## src/rtl/p4_router_ipv4_chksum_extern.sv

```systemverilog
// rtl/p4_router_ipv4_chksum_extern.sv - IPv4 checksum verify/update user externs, fixed latency
// Optional statistics counters are built when P4_ROUTER_CHKSUM_STATS_EN is defined.
// Update operand layout in user_extern_out[191:160]: {hdr_chk[15:0], old_ttl[7:0], new_ttl[7:0]}.
module p4_router_ipv4_chksum_extern #(
  parameter int LATENCY    = 3,
  parameter int STAT_WIDTH = 32
) (
  input  logic                  clk,
  input  logic                  rst_n,
  input  logic [191:0]          user_extern_out,
  input  logic [1:0]            user_extern_out_valid,
  output logic [16:0]           user_extern_in,
  output logic [1:0]            user_extern_in_valid,
  input  logic                  stat_clear,
  output logic [STAT_WIDTH-1:0] stat_verify_cnt,
  output logic [STAT_WIDTH-1:0] stat_verify_err_cnt,
  output logic [STAT_WIDTH-1:0] stat_update_cnt
);

  // With LATENCY 2 stage 2 is combinational; otherwise the surplus cycles are plain delay registers.
  localparam int NDLY = (LATENCY == 2) ? 1 : LATENCY - 2;

  logic [15:0] hw [10];
  logic [18:0] psa_d, psb_d;
  logic        hok_d;
  logic [15:0] hc_n, m_n, m_p;
  logic [17:0] acc_d;

  // Stage 1 operands: header words (word 0 = version/ihl/tos), partial sums, update accumulator
  always_comb begin
    psa_d = '0;
    psb_d = '0;
    for (int i = 0; i < 10; i++) hw[i] = user_extern_out[159 - 16*i -: 16];
    for (int i = 0; i < 5; i++) begin
      psa_d = psa_d + 19'(hw[i]);
      psb_d = psb_d + 19'(hw[i+5]);
    end
    hok_d = (user_extern_out[159:152] == 8'h45);
    hc_n  = ~user_extern_out[191:176];
    m_n   = ~{user_extern_out[175:168], 8'h00};
    m_p   = {user_extern_out[167:160], 8'h00};
    acc_d = 18'(hc_n) + 18'(m_n) + 18'(m_p);
  end

  logic        s1_vv_q, s1_uv_q, s1_hok_q;
  logic [18:0] s1_psa_q, s1_psb_q;
  logic [17:0] s1_acc_q;

  // Stage 1 registers; data only loads on a valid request
  always_ff @(posedge clk or negedge rst_n) begin
    if (!rst_n) begin
      s1_vv_q  <= 1'b0;
      s1_uv_q  <= 1'b0;
      s1_hok_q <= 1'b0;
      s1_psa_q <= '0;
      s1_psb_q <= '0;
      s1_acc_q <= '0;
    end else begin
      s1_vv_q <= user_extern_out_valid[0];
      s1_uv_q <= user_extern_out_valid[1];
      if (user_extern_out_valid[0]) begin
        s1_psa_q <= psa_d;
        s1_psb_q <= psb_d;
        s1_hok_q <= hok_d;
      end
      if (user_extern_out_valid[1]) s1_acc_q <= acc_d;
    end
  end

  logic [19:0] vsum;
  logic [16:0] vf1, uf1;
  logic [15:0] vfold_d, ufold_d;

  // Stage 2 arithmetic: combine partial sums, two end-around carry folds on each path
  always_comb begin
    vsum    = 20'(s1_psa_q) + 20'(s1_psb_q);
    vf1     = 17'(vsum[15:0]) + 17'(vsum[19:16]);
    vfold_d = vf1[15:0] + 16'(vf1[16]);
    uf1     = 17'(s1_acc_q[15:0]) + 17'(s1_acc_q[17:16]);
    ufold_d = uf1[15:0] + 16'(uf1[16]);
  end

  logic        s2_vv, s2_uv, s2_hok;
  logic [15:0] s2_vfold, s2_ufold;

  generate
    if (LATENCY == 2) begin : g_s2_bypass
      assign s2_vv    = s1_vv_q;
      assign s2_uv    = s1_uv_q;
      assign s2_hok   = s1_hok_q;
      assign s2_vfold = vfold_d;
      assign s2_ufold = ufold_d;
    end else begin : g_s2_reg
      logic        s2_vv_q, s2_uv_q, s2_hok_q;
      logic [15:0] s2_vfold_q, s2_ufold_q;
      // Stage 2 registers holding the folded sums
      always_ff @(posedge clk or negedge rst_n) begin
        if (!rst_n) begin
          s2_vv_q    <= 1'b0;
          s2_uv_q    <= 1'b0;
          s2_hok_q   <= 1'b0;
          s2_vfold_q <= '0;
          s2_ufold_q <= '0;
        end else begin
          s2_vv_q <= s1_vv_q;
          s2_uv_q <= s1_uv_q;
          if (s1_vv_q) begin
            s2_vfold_q <= vfold_d;
            s2_hok_q   <= s1_hok_q;
          end
          if (s1_uv_q) s2_ufold_q <= ufold_d;
        end
      end
      assign s2_vv    = s2_vv_q;
      assign s2_uv    = s2_uv_q;
      assign s2_hok   = s2_hok_q;
      assign s2_vfold = s2_vfold_q;
      assign s2_ufold = s2_ufold_q;
    end
  endgenerate

  // Final stage: packed {valid[1:0], updated checksum, verify bit}, fields zeroed when not valid
  logic [18:0] res_d;
  assign res_d = {s2_uv, s2_vv,
                  s2_uv ? ~s2_ufold : 16'h0000,
                  s2_vv & s2_hok & (s2_vfold == 16'hFFFF)};

  logic [18:0] dly_q [NDLY];

  // Final stage register followed by pure delay registers up to LATENCY
  always_ff @(posedge clk or negedge rst_n) begin
    if (!rst_n) begin
      for (int i = 0; i < NDLY; i++) dly_q[i] <= '0;
    end else begin
      dly_q[0] <= res_d;
      for (int i = 1; i < NDLY; i++) dly_q[i] <= dly_q[i-1];
    end
  end

  assign user_extern_in_valid = dly_q[NDLY-1][18:17];
  assign user_extern_in       = dly_q[NDLY-1][16:0];

`ifdef P4_ROUTER_CHKSUM_STATS_EN
  logic [STAT_WIDTH-1:0] ver_cnt_q, err_cnt_q, upd_cnt_q;
  logic                  err_inc;
  assign err_inc = user_extern_in_valid[0] & ~user_extern_in[0];

  // Saturating request/error counters; clear has priority over increment
  always_ff @(posedge clk or negedge rst_n) begin
    if (!rst_n) begin
      ver_cnt_q <= '0;
      err_cnt_q <= '0;
      upd_cnt_q <= '0;
    end else if (stat_clear) begin
      ver_cnt_q <= '0;
      err_cnt_q <= '0;
      upd_cnt_q <= '0;
    end else begin
      if (user_extern_out_valid[0] && (ver_cnt_q != '1)) ver_cnt_q <= ver_cnt_q + 1'b1;
      if (err_inc && (err_cnt_q != '1))                  err_cnt_q <= err_cnt_q + 1'b1;
      if (user_extern_out_valid[1] && (upd_cnt_q != '1)) upd_cnt_q <= upd_cnt_q + 1'b1;
    end
  end

  assign stat_verify_cnt     = ver_cnt_q;
  assign stat_verify_err_cnt = err_cnt_q;
  assign stat_update_cnt     = upd_cnt_q;
`else
  logic unused_stat_clear;
  assign unused_stat_clear   = stat_clear;
  assign stat_verify_cnt     = '0;
  assign stat_verify_err_cnt = '0;
  assign stat_update_cnt     = '0;
`endif

endmodule

```

## config.mk

```make
export PLATFORM = sky130hd
export DESIGN_NAME = p4_router_ipv4_chksum_extern
export DESIGN_NICKNAME = d
export VERILOG_FILES = /design/src/rtl/p4_router_ipv4_chksum_extern.sv
export SDC_FILE = /design/constraint.sdc
export NUM_CORES = 1
export LEC_CHECK = 0
export CORE_ASPECT_RATIO = 0.7
export CORE_MARGIN = 2
export CORE_UTILIZATION = 55
export CTS_CLUSTER_SIZE = 14
export DETAILED_ROUTE_END_ITERATION = 10
export DONT_BUFFER_PORTS = 1
export MAX_ROUTING_LAYER = met4
export PLACE_DENSITY = 0.79
export RECOVER_POWER = 100
export SYNTH_ARGS = -nofsm -noshare
export SYNTH_HDL_FRONTEND = slang
export SYNTH_SLANG_ARGS = --single-unit
```

## constraint.sdc

```tcl
create_clock -name clk -period 15.9 [get_ports clk]
set_clock_uncertainty 0.15 [all_clocks]
set_input_delay 3.18 -clock clk [delete_from_list [all_inputs] [get_ports clk]]
set_output_delay 3.18 -clock clk [all_outputs]
set_load 0.01 [all_outputs]
```

# Yosys cells after proc, flatten, opt, wreduce, memory -nomap -nowiden
# Index checks and enable logic that the tools add are counted.
# word_totals
ff_bits	113
output_inout_bits	115
word_cells	35
# op_classes
addsub	15
n_eq_ne	2
muxes	1
n_bitwise	5
# ops
operator	n
17-bit by 16-bit adder with 18-bit output	3
16-bit by 16-bit adder with 17-bit output	3
16-bit NOT	3
18-bit by 16-bit adder with 19-bit output	2
19-bit by 16-bit adder with 19-bit output	2
16-bit by 1-bit adder with 16-bit output	2
19-bit by 19-bit adder with 20-bit output	1
16-bit by 2-bit adder with 17-bit output	1
16-bit by 4-bit adder with 17-bit output	1
16-bit == test (second input constant)	1
16-bit two-way mux	1
8-bit by 7-bit == test with 1-bit output (second input constant)	1
1-bit AND	2

# Longest topological paths before layout
# Gate-level depths: netlist of run 1.
# depth
ltp_word	4
mapped_depth	29
depth_no_buf	29

# Worst setup path after synthesis of run 1
# OpenSTA, ideal clock, no wires.
# synth_timing
path_type	input port to flip-flop
start	in user_extern_out[1]
end	reg s1_psb_q[15]
arrival_time_ns	6.893
required_time_ns	15.632
path_slack_ns	8.739
path_stages	18
path_buffers	0
cell_sequence	fa_1 -> fa_1 -> inv_1 -> fa_1 -> inv_1 -> ha_1 -> inv_1 -> fa_1 -> nor2b_1 -> o21ai_0 -> a21oi_1 -> o211a_1 -> o2111ai_1 -> a311oi_1 -> o21ai_0 -> a21boi_0 -> a211oi_1 -> a21o_1
# synth_via
elab_chain_cells	1
# synth_lines
element	line	source
from (decl)	10	input logic [191:0] user_extern_out,
19-bit by 16-bit adder with 19-bit output	36	psb_d = psb_d + 19'(hw[i+5]);
to (signal assigned)	63	s1_psb_q <= psb_d;
to (decl)	46	logic [18:0] s1_psa_q, s1_psb_q;
# No other way between the ends.
# A chain may end at the register's enable or synchronous reset.

# Worst setup path in the final report of run 1
# layout_timing
start	reg s1_psb_q[0]
end	reg g_s2_reg.s2_vfold_q[14]
# layout_via
elab_chain_cells	3
# layout_lines
element	line	source
19-bit by 19-bit adder with 20-bit output	76	vsum = 20'(s1_psa_q) + 20'(s1_psb_q);
16-bit by 4-bit adder with 17-bit output	77	vf1 = 17'(vsum[15:0]) + 17'(vsum[19:16]);
16-bit by 1-bit adder with 16-bit output	78	vfold_d = vf1[15:0] + 16'(vf1[16]);
to (signal assigned)	108	s2_vfold_q <= vfold_d;
to (decl)	95	logic [15:0] s2_vfold_q, s2_ufold_q;
# No other way between the ends.

==> impl_metrics.env, run 1 <==
export IMPL_cts_buffers=17
export IMPL_finalPower_w=0.00260
export IMPL_cts_setup_buffers=0
export IMPL_syn_inst=1125
export IMPL_required_ps=16050
export IMPL_p_leak_nw=5.29
export IMPL_area_delta_synth_final_pct=3.38
export IMPL_synth_cell_type_count=84
export IMPL_antenna_cells=0
export IMPL_layout_drive_gt1_share_pct=9.56
export IMPL_final_common_cell="dfrtp_1"
export IMPL_antenna_found_initial=0
export IMPL_setup_viol=0
export IMPL_port_buffers=0
export IMPL_die_area_um2=22100
export IMPL_synth_mux_area_share_pct=5.98
export IMPL_cp_slowest_cell="a2111oi_0"
export IMPL_yosysTopAreaCellShare_pct=24.6
export IMPL_cts_hold_buf=0
export IMPL_worst_path_most_repeated_cell="ha_1"
export IMPL_rsz0062_at_grt="no"
export IMPL_synth_compound_area_share_pct=12.4
export IMPL_tns_ps=0
export IMPL_grt_remaining_overflow=0
export IMPL_timing_final_crit_share_pct=46.9
export IMPL_status="finished clean"
export IMPL_start_kind="flop"
export IMPL_async_flop_share_pct=100
export IMPL_dp_slack_ps=8070
export IMPL_hpwl_um=20000
export IMPL_power_density_nw_per_um2=218
export IMPL_die_width_um=177
export IMPL_dpl_cell_area_um2=11400
export IMPL_rows=44
export IMPL_grt_pass1_wl_um=40500
export IMPL_cp_max_fo=5
export IMPL_synthAdderAreaFrac_pct=27.4
export IMPL_synth_top_area_cell="dfrtp_1"
export IMPL_seq_area_frac_synth_pct=24.6
export IMPL_synth_simple_area_share_pct=12.8
export IMPL_fin_crit_ps=7460
export IMPL_met3_usage_pct=4.17
export IMPL_met1_usage_pct=34.0
export IMPL_core_um2=20600
export IMPL_fin_ws_ps=8440
export IMPL_cts_root_buf="clkbuf_16"
export IMPL_grt_util_all_layers_pct=24.0
export IMPL_tightest_slew_ps=799
export IMPL_cts_clk_slew_worst_paths_ps=50
export IMPL_crit_type="flop to flop"
export IMPL_mostFrequentLayoutCells="dfrtp_1 (113), fa_1 (106), conb_1 (96), ha_1 (82), inv_1 (76)"
export IMPL_synthFlopType="dfrtp_1"
export IMPL_hold_viol=0
export IMPL_post_cts_resized=0
export IMPL_crit_path_end_kind="flop"
export IMPL_fillCellCount=1735
export IMPL_drv_slew=0
export IMPL_synth_xor_area_share_pct=6.91
export IMPL_cts_max_path_buffers=2
export IMPL_fmax_ghz=0.134
export IMPL_netlist_area_um2=11500
export IMPL_route_vias_total=7849
export IMPL_synth_top_family_by_area="adder cells"
export IMPL_use_met2_pct=35.9
export IMPL_cts_tree="yes"
export IMPL_ys_warnings_count=0
export IMPL_clock_sinks=113
export IMPL_drv_cap=0
export IMPL_ys_seq_elements=113
export IMPL_hold_path_class="flop to flop"
export IMPL_nets=1502
export IMPL_whs_ps=238
export IMPL_start_util_pct=55.7
export IMPL_busiest_layer="met2"
export IMPL_gp_congestion=0.933
export IMPL_fin_area_um2=11900
export IMPL_antenna_left=0
export IMPL_viasPerCell=5.58
export IMPL_max_vdd_ir_drop_v=0.000131
export IMPL_fp_dieH_um=125
export IMPL_cp_arrival_ps=7620
export IMPL_post_drt_wl_per_cell_um=17.4
export IMPL_firstDrtPassIters=5
export IMPL_clk_latency_ps=420
export IMPL_maxSlewHeadroom_pct=45.3
export IMPL_routed_wl_um=24500
export IMPL_htree_num_levels=4
export IMPL_drt_iter0_drc=502
export IMPL_io_pins=312
export IMPL_drc_errors=0
export IMPL_synth_area_per_cell_um2=10.2
export IMPL_synth_area_leaders="dfrtp_1 (25%), fa_1 (18%), ha_1 (8.9%), buf_4 (6.3%), mux2_2 (5.7%)"
export IMPL_synth_edf_count=0
export IMPL_cpPeakStageDelay_ps=760
export IMPL_grt_max_degree=114
export IMPL_grt_pass1_vias=7697
cell families after synthesis:
| kind of cell | Yosys count |
|---|---|
| flops | 113 |
| fa+ha+maj | 188 |
| mux | 61 |
| other cells | 1 |
| simple gates | 271 |
| compound gates | 203 |
| xor+xnor | 89 |
| buf+inv | 199 |
registers in the layout, indices dropped and copies added, names as in the netlist:
signal               count
dly_q                   19
g_s2_reg.s2_hok_q        1
g_s2_reg.s2_ufold_q     16
g_s2_reg.s2_uv_q         1
g_s2_reg.s2_vfold_q     16
g_s2_reg.s2_vv_q         1
s1_acc_q                18
s1_hok_q                 1
s1_psa_q                19
s1_psb_q                19
s1_uv_q                  1
s1_vv_q                  1
worst paths after layout:
path | cells past startpoint | slack (ps) | endpoint | start
setup / recovery | 29 | 8440 | g_s2_reg.s2_vfold_q[14] | s1_psb_q[0]
min in group asynchronous | 0 | 2310 | s1_acc_q[0] | rst_n
hold reg to reg | 0 | 240 | dly_q[17] | g_s2_reg.s2_vv_q
hold / removal | 0 | 240 | dly_q[17] | g_s2_reg.s2_vv_q
max in group asynchronous | 0 | 13120 | g_s2_reg.s2_ufold_q[15] | rst_n
setup reg to reg | 29 | 8440 | g_s2_reg.s2_vfold_q[14] | s1_psb_q[0]
stage by stage:
stage | instances | utilization, %
floorplan | 1220 | -
global placement | 1374 | 55.0
detailed placement | 1374 | 55.0
CTS | 1406 | 57.9
global route | 1406 | 57.6
finish | 1406 | 57.6
synth_stat cells (4+ instances only):
cell type	n
a2111oi_0	4
a211oi_1	9
a21o_1	20
a21oi_1	46
a311oi_1	5
a31oi_1	9
and2_1	10
and3_1	23
and4_1	4
buf_2	5
buf_4	96
clkbuf_1	19
dfrtp_1	113
fa_1	106
ha_1	82
inv_1	76
mux2_2	58
nand2_1	50
nand2b_1	10
nand3_1	26
nand4_1	10
nor2_1	51
nor2b_1	25
nor3_1	15
nor4_1	5
o2111ai_1	5
o211ai_1	5
o21a_1	10
o21ai_0	34
o21ai_1	6
o21bai_1	5
o31ai_1	8
or3_1	13
xnor2_1	59
xor2_1	28
cell type report:
cell class	count	area (um^2)	area share [%]
multi-input cells	908	7840	65.9
flip-flops and latches	113	2830	23.8
clock buffers	18	429	3.61
well taps	276	345	2.90
inverters	76	285	2.40
clock inverters	14	165	1.39
repair buffers	1	7.51	0.0631
worst max-delay path: cells and delay by family, from the launching register on:
family	cells	cell delay (ps)
XOR/XNOR	2	510
adder cells (fa/ha/maj)	6	1480
multiplexers	1	270
buffers and inverters	1	70
AND/OR/NAND/NOR	10	2400
flip-flops	1	350
AO/OA/AOI/OAI	9	2150
per-layer routing:
metal  wire, um  vias up
li1           -     3704
met1      11300     3826
met2      11200      287
met3       1570       32
met4        352        0
met5          0        -
where the power goes:
part           switching [W]  total, W  internal (W)
combinational       0.000932   0.00170      0.000772
clock               0.000142  0.000388      0.000245
sequential         0.0000976  0.000504      0.000407
total                0.00117   0.00260       0.00142
No activity file was read; power rests on OpenSTA's default activity.
==> inputs of run 2 (changes only) <==
--- a/config.mk
+++ b/config.mk
@@ -12,7 +12,7 @@
 export DETAILED_ROUTE_END_ITERATION = 10
 export DONT_BUFFER_PORTS = 1
 export MAX_ROUTING_LAYER = met4
-export PLACE_DENSITY = 0.79
+export PLACE_DENSITY = 0.82
 export RECOVER_POWER = 100
 export SYNTH_ARGS = -nofsm -noshare
 export SYNTH_HDL_FRONTEND = slang
==> constraint.sdc (replaced) <==
create_clock -name clk -period 6.1 [get_ports clk]
set_clock_uncertainty 0.15 [all_clocks]
set_input_delay 1.22 -clock clk [delete_from_list [all_inputs] [get_ports clk]]
set_output_delay 1.22 -clock clk [all_outputs]
set_load 0.01 [all_outputs]
==> run 2 against run 1 <==
  * Non-clock buffer count rose by 18
  * Critical path depth is 1 higher
  * Utilization is 1.7 points higher
  * Cell count rose by 1.3%
  * Maximum frequency grew 27%
  * Design area up 2.9%
  * Global-route usage shrank 0.81 points
  * Combinational power rose to 2.8 times the previous value
  * Die area unchanged
  * Highest routed layer unchanged
==> impl_metrics.env, run 2 (synthesized netlist as in run 1, its figures left out) <==
export IMPL_status="finished clean"
export IMPL_layout_drive_gt1_share_pct=13.0
export IMPL_hpwl_um=19700
export IMPL_hold_viol=0
export IMPL_drt_iter0_drc=580
export IMPL_tightest_slew_ps=800
export IMPL_reg_top3="dly_q (19), s1_psa_q (19), s1_psb_q (19)"
export IMPL_viasPerCell=5.55
export IMPL_antenna_left=0
export IMPL_tns_ps=0
export IMPL_rows=44
export IMPL_cp_slowest_cell="a2111oi_4"
export IMPL_maxSlewHeadroom_pct=46.2
export IMPL_path_delay_family="simple AND/OR/NAND/NOR gates"
export IMPL_worst_path_stages=30
export IMPL_fin_area_um2=12200
export IMPL_start_util_pct=55.7
export IMPL_final_util_pct=59.3
export IMPL_cp_arrival_ps=6010
export IMPL_die_width_um=177
export IMPL_rsz0062_at_grt="yes"
export IMPL_grt_pass1_wl_um=39200
export IMPL_post_drt_wl_per_cell_um=17.0
export IMPL_antenna_found_initial=0
export IMPL_grt_pass1_vias=7718
export IMPL_hold_path_depth=0
export IMPL_r2r_cells=30
export IMPL_nets=1520
export IMPL_htree_num_levels=4
export IMPL_gp_congestion=0.932
export IMPL_cts_buffers=17
export IMPL_io_pins=312
export IMPL_hold_path_class="flop to flop"
export IMPL_max_vdd_ir_drop_v=0.000376
export IMPL_setup_viol=0
export IMPL_drc_errors=0
export IMPL_dpl_cell_area_um2=11500
export IMPL_fp_dieH_um=125
export IMPL_multiInputGateArea_um2=7960
export IMPL_regArea_um2=2830
export IMPL_area_delta_synth_final_pct=6.35
export IMPL_drv_slew=0
export IMPL_drv_cap=0
export IMPL_p_leak_nw=5.43
export IMPL_die_area_um2=22100
export IMPL_cts_clk_slew_worst_paths_ps=60
export IMPL_cts_max_path_buffers=2
export IMPL_grt_remaining_overflow=0
export IMPL_cts_hold_buf=0
export IMPL_placedCellCount=1389
export IMPL_core_um2=20600
export IMPL_clock_sinks=113
export IMPL_cpPeakStageDelay_ps=400
export IMPL_route_vias_total=7910
export IMPL_timing_final_crit_share_pct=96.0
export IMPL_cp_max_fo=4
export IMPL_stdcell_count=1424
export IMPL_fmax_ghz=0.171
export IMPL_mostFrequentLayoutCells="dfrtp_1 (113), fa_1 (104), conb_1 (96), ha_1 (78), inv_1 (76)"
export IMPL_cp_num_buf_inv=2
export IMPL_crit_type="flop to flop"
export IMPL_firstDrtPassIters=5
export IMPL_port_buffers=0
export IMPL_required_ps=6250
export IMPL_fin_crit_ps=5860
export IMPL_antenna_cells=0
export IMPL_cts_tree="yes"
export IMPL_final_common_cell="dfrtp_1"
export IMPL_fillCellCount=1737
export IMPL_start_kind="flop"
export IMPL_whs_ps=232
export IMPL_grt_max_degree=114
export IMPL_power_density_nw_per_um2=591
export IMPL_routed_wl_um=24300
export IMPL_clk_latency_ps=420
export IMPL_worst_path_most_repeated_cell="ha_2"
export IMPL_cts_root_buf="clkbuf_16"
export IMPL_grt_util_all_layers_pct=23.2
export IMPL_crit_path_end_kind="flop"
## run 2: timing repair
item,in CTS,in global routing
gates cloned,0,0
setup buffers,0,3
resized for setup,1,18
pin swaps,0,9
setup endpoints to repair,1,10
## run 2: cell type report
| type | count | share of cell area, % |
|---|---|---|
| Sequential cell | 113 | 23.1 |
| Clock buffer | 18 | 3.59 |
| Multi-Input combinational cell | 908 | 65.1 |
| Inverter | 76 | 2.33 |
| Tap cell | 276 | 2.82 |
| Timing Repair Buffer | 19 | 1.17 |
| Clock inverter | 14 | 1.92 |
## run 2: worst register-to-register path, delay by kind of cell, from the launching register on
family          cells  cell delay, ps
compound gates      9            1430
xor+xnor            2             320
fa+ha+maj           6            1360
buf+inv             2             200
flops               1             380
mux                 1             260
simple gates       10            1660
## run 2: worst paths after layout
path                       slack [ps]                      end        startpoint
max                               240  g_s2_reg.s2_vfold_q[14]       s1_psb_q[0]
min                               230                dly_q[17]  g_s2_reg.s2_vv_q
max reg2reg                       240  g_s2_reg.s2_vfold_q[14]       s1_psb_q[0]
min reg2reg                       230                dly_q[17]  g_s2_reg.s2_vv_q
max in group asynchronous        5230              s1_psb_q[8]             rst_n
min in group asynchronous         350                dly_q[18]             rst_n
## run 2: per-layer routing
layer | global-route usage [%] | vias up | part of all wire [%]
met4 | 5.06 | 0 | 1.1
met5 | - | - | 0
met2 | 35.4 | 294 | 47
met1 | 33.0 | 3844 | 47
li1 | - | 3745 | -
met3 | 3.35 | 27 | 5.3
## run 2: stage by stage
step / setup WS [ps] / total power, W
6_report: 241 / 0.00723
5_1_grt: -98.6 / 0.00785
4_1_cts: 43.4 / 0.00710
3_5_place_dp: 15.3 / 0.00590
3_3_place_gp: 124 / 0.00575
2_1_floorplan: 564 / 0.00493
## run 2: where the power goes
| part | total, W | internal (W) | switching [W] |
|---|---|---|---|
| logic | 0.00478 | 0.00219 | 0.00259 |
| registers | 0.00131 | 0.00106 | 0.000253 |
| clock network | 0.00114 | 0.000775 | 0.000368 |
| total | 0.00723 | 0.00402 | 0.00321 |
==> inputs of run 3 (changes only) <==
--- a/config.mk
+++ b/config.mk
@@ -6,7 +6,7 @@
 export NUM_CORES = 1
 export LEC_CHECK = 0
 export CORE_ASPECT_RATIO = 0.7
-export CORE_MARGIN = 2
+export CORE_MARGIN = 3
 export CORE_UTILIZATION = 55
 export CTS_CLUSTER_SIZE = 14
 export DETAILED_ROUTE_END_ITERATION = 10
==> run 3 against run 2 <==
  * Power increased by 0.17%
  * Critical path depth decreased by 1
  * Maximum frequency increased by 0.38%
  * Largest cell class unchanged
==> impl_metrics.env, run 3 (synthesized netlist as in run 1, its figures left out) <==
export IMPL_cts_clk_slew_worst_paths_ps=50
export IMPL_cp_arrival_ps=5980
export IMPL_hold_path_class="flop to flop"
export IMPL_route_vias_total=7877
export IMPL_drc_errors=0
export IMPL_maxSlewHeadroom_pct=43.4
export IMPL_cpPeakStageDelay_ps=400
export IMPL_reg_top3="dly_q (19), s1_psa_q (19), s1_psb_q (19)"
export IMPL_timing_final_crit_share_pct=95.7
export IMPL_power_density_nw_per_um2=594
export IMPL_cts_max_path_buffers=2
export IMPL_nets=1523
export IMPL_fp_dieH_um=127
export IMPL_final_common_cell="dfrtp_1"
export IMPL_cts_root_buf="clkbuf_16"
export IMPL_htree_num_levels=4
export IMPL_layout_drive_gt1_share_pct=13.4
export IMPL_required_ps=6240
export IMPL_cts_tree="yes"
export IMPL_antenna_found_initial=0
export IMPL_drv_cap=0
export IMPL_clk_latency_ps=410
export IMPL_antenna_cells=0
export IMPL_drt_iter0_drc=586
export IMPL_status="finished clean"
export IMPL_tightest_slew_ps=827
export IMPL_reg2reg_from="s1_psa_q[0]"
export IMPL_core_um2=20200
export IMPL_min_from="g_s2_reg.s2_vv_q"
export IMPL_fin_area_um2=12200
export IMPL_start_kind="flop"
export IMPL_regArea_um2=2830
export IMPL_firstDrtPassIters=5
export IMPL_hold_viol=0
export IMPL_die_area_um2=22700
export IMPL_cp_max_fo=4
export IMPL_setup_viol=0
export IMPL_multiInputGateArea_um2=7990
export IMPL_io_pins=312
export IMPL_cp_slowest_cell="a2111oi_4"
export IMPL_grt_util_all_layers_pct=22.8
export IMPL_drv_slew=0
export IMPL_grt_pass1_vias=7787
export IMPL_fin_crit_ps=5840
export IMPL_clock_sinks=113
export IMPL_crit_type="flop to flop"
export IMPL_grt_pass1_wl_um=39900
export IMPL_viasPerCell=5.55
export IMPL_grt_max_degree=114
export IMPL_hpwl_um=19900
export IMPL_rows=43
export IMPL_post_drt_wl_per_cell_um=17.4
export IMPL_die_width_um=179
export IMPL_gp_congestion=0.924
export IMPL_worst_path_most_repeated_cell="a21oi_2"
export IMPL_start_util_pct=57.0
export IMPL_dp_slack_ps=-3.49
export IMPL_antenna_left=0
export IMPL_fmax_ghz=0.171
export IMPL_port_buffers=0
export IMPL_fillCellCount=1654
export IMPL_dpl_cell_area_um2=11500
export IMPL_area_delta_synth_final_pct=5.99
export IMPL_p_leak_nw=5.41
export IMPL_crit_path_end_kind="flop"
export IMPL_fin_ws_ps=263
export IMPL_max_vdd_ir_drop_v=0.000326
export IMPL_cts_buffers=17
export IMPL_routed_wl_um=24700
export IMPL_mostFrequentLayoutCells="dfrtp_1 (113), fa_1 (104), conb_1 (96), ha_1 (78), inv_1 (75)"
export IMPL_grt_remaining_overflow=0
export IMPL_startpoint="s1_psa_q[0]"
run 3: path summary, 6_finish.rpt:
check	depth (start not counted)	slack [ps]	to
max in group asynchronous	0	5300	s1_psa_q[15]
worst max-delay path	29	260	g_s2_reg.s2_vfold_q[14]
min in group asynchronous	0	350	dly_q[0]
worst min register to register	0	230	dly_q[17]
worst max register to register	29	260	g_s2_reg.s2_vfold_q[14]
worst min-delay path	0	230	dly_q[17]
run 3: metrics by stage:
stage | hold slack [ps] | TNS, ps | total power [W] | std cells | util, %
after floorplan | 202 | 0 | 0.00493 | 1220 | -
after global placement | 221 | 0 | 0.00578 | 1383 | 56.8
after detailed placement | 224 | -3.49 | 0.00590 | 1383 | 56.8
after CTS | 237 | 0 | 0.00697 | 1414 | 59.8
after global routing | 251 | -48.8 | 0.00789 | 1420 | 60.4
final | 228 | 0 | 0.00725 | 1420 | 60.4
run 3: power breakdown:
part | total (W) | internal (W) | leakage (nW) | switching [W]
Combinational | 0.00494 | 0.00226 | 3.77 | 0.00268
Sequential | 0.00131 | 0.00106 | 1.35 | 0.000252
Clock | 0.000990 | 0.000638 | 0.290 | 0.000352
run 3: worst max-delay path: cells and delay by family (launching register included):
family | cells | cell delay [ps]
compound gates | 9 | 1450
xor+xnor | 1 | 160
buf+inv | 1 | 40
fa+ha+maj | 5 | 1320
flops | 1 | 360
simple gates | 12 | 1940
mux | 1 | 260
run 3: layer usage:
| layer | vias to the layer above | GRT usage (%) | share of wire [%] |
|---|---|---|---|
| met4 | 0 | 5.72 | 1.1 |
| li1 | 3745 | - | - |
| met2 | 288 | 34.3 | 46 |
| met3 | 17 | 3.51 | 5.9 |
| met1 | 3827 | 32.7 | 47 |
| met5 | - | - | 0 |
run 3: layout make-up:
| cell class | instances | area share (%) |
|---|---|---|
| multi-input combinational | 908 | 65.5 |
| sequential | 113 | 23.2 |
| clock buffer | 21 | 3.94 |
| tap | 270 | 2.77 |
| inverter | 76 | 2.34 |
| timing repair buffer | 22 | 1.35 |
| clock inverter | 10 | 0.893 |
run 3: repair_timing:
| action | in CTS | in global routing |
|---|---|---|
| hold buffers | 0 | 0 |
| resized for setup | 2 | 25 |
| hold endpoints to repair | 0 | 0 |
| setup endpoints to repair | 3 | 11 |
| setup buffers | 0 | 6 |
| pin swaps | 0 | 16 |
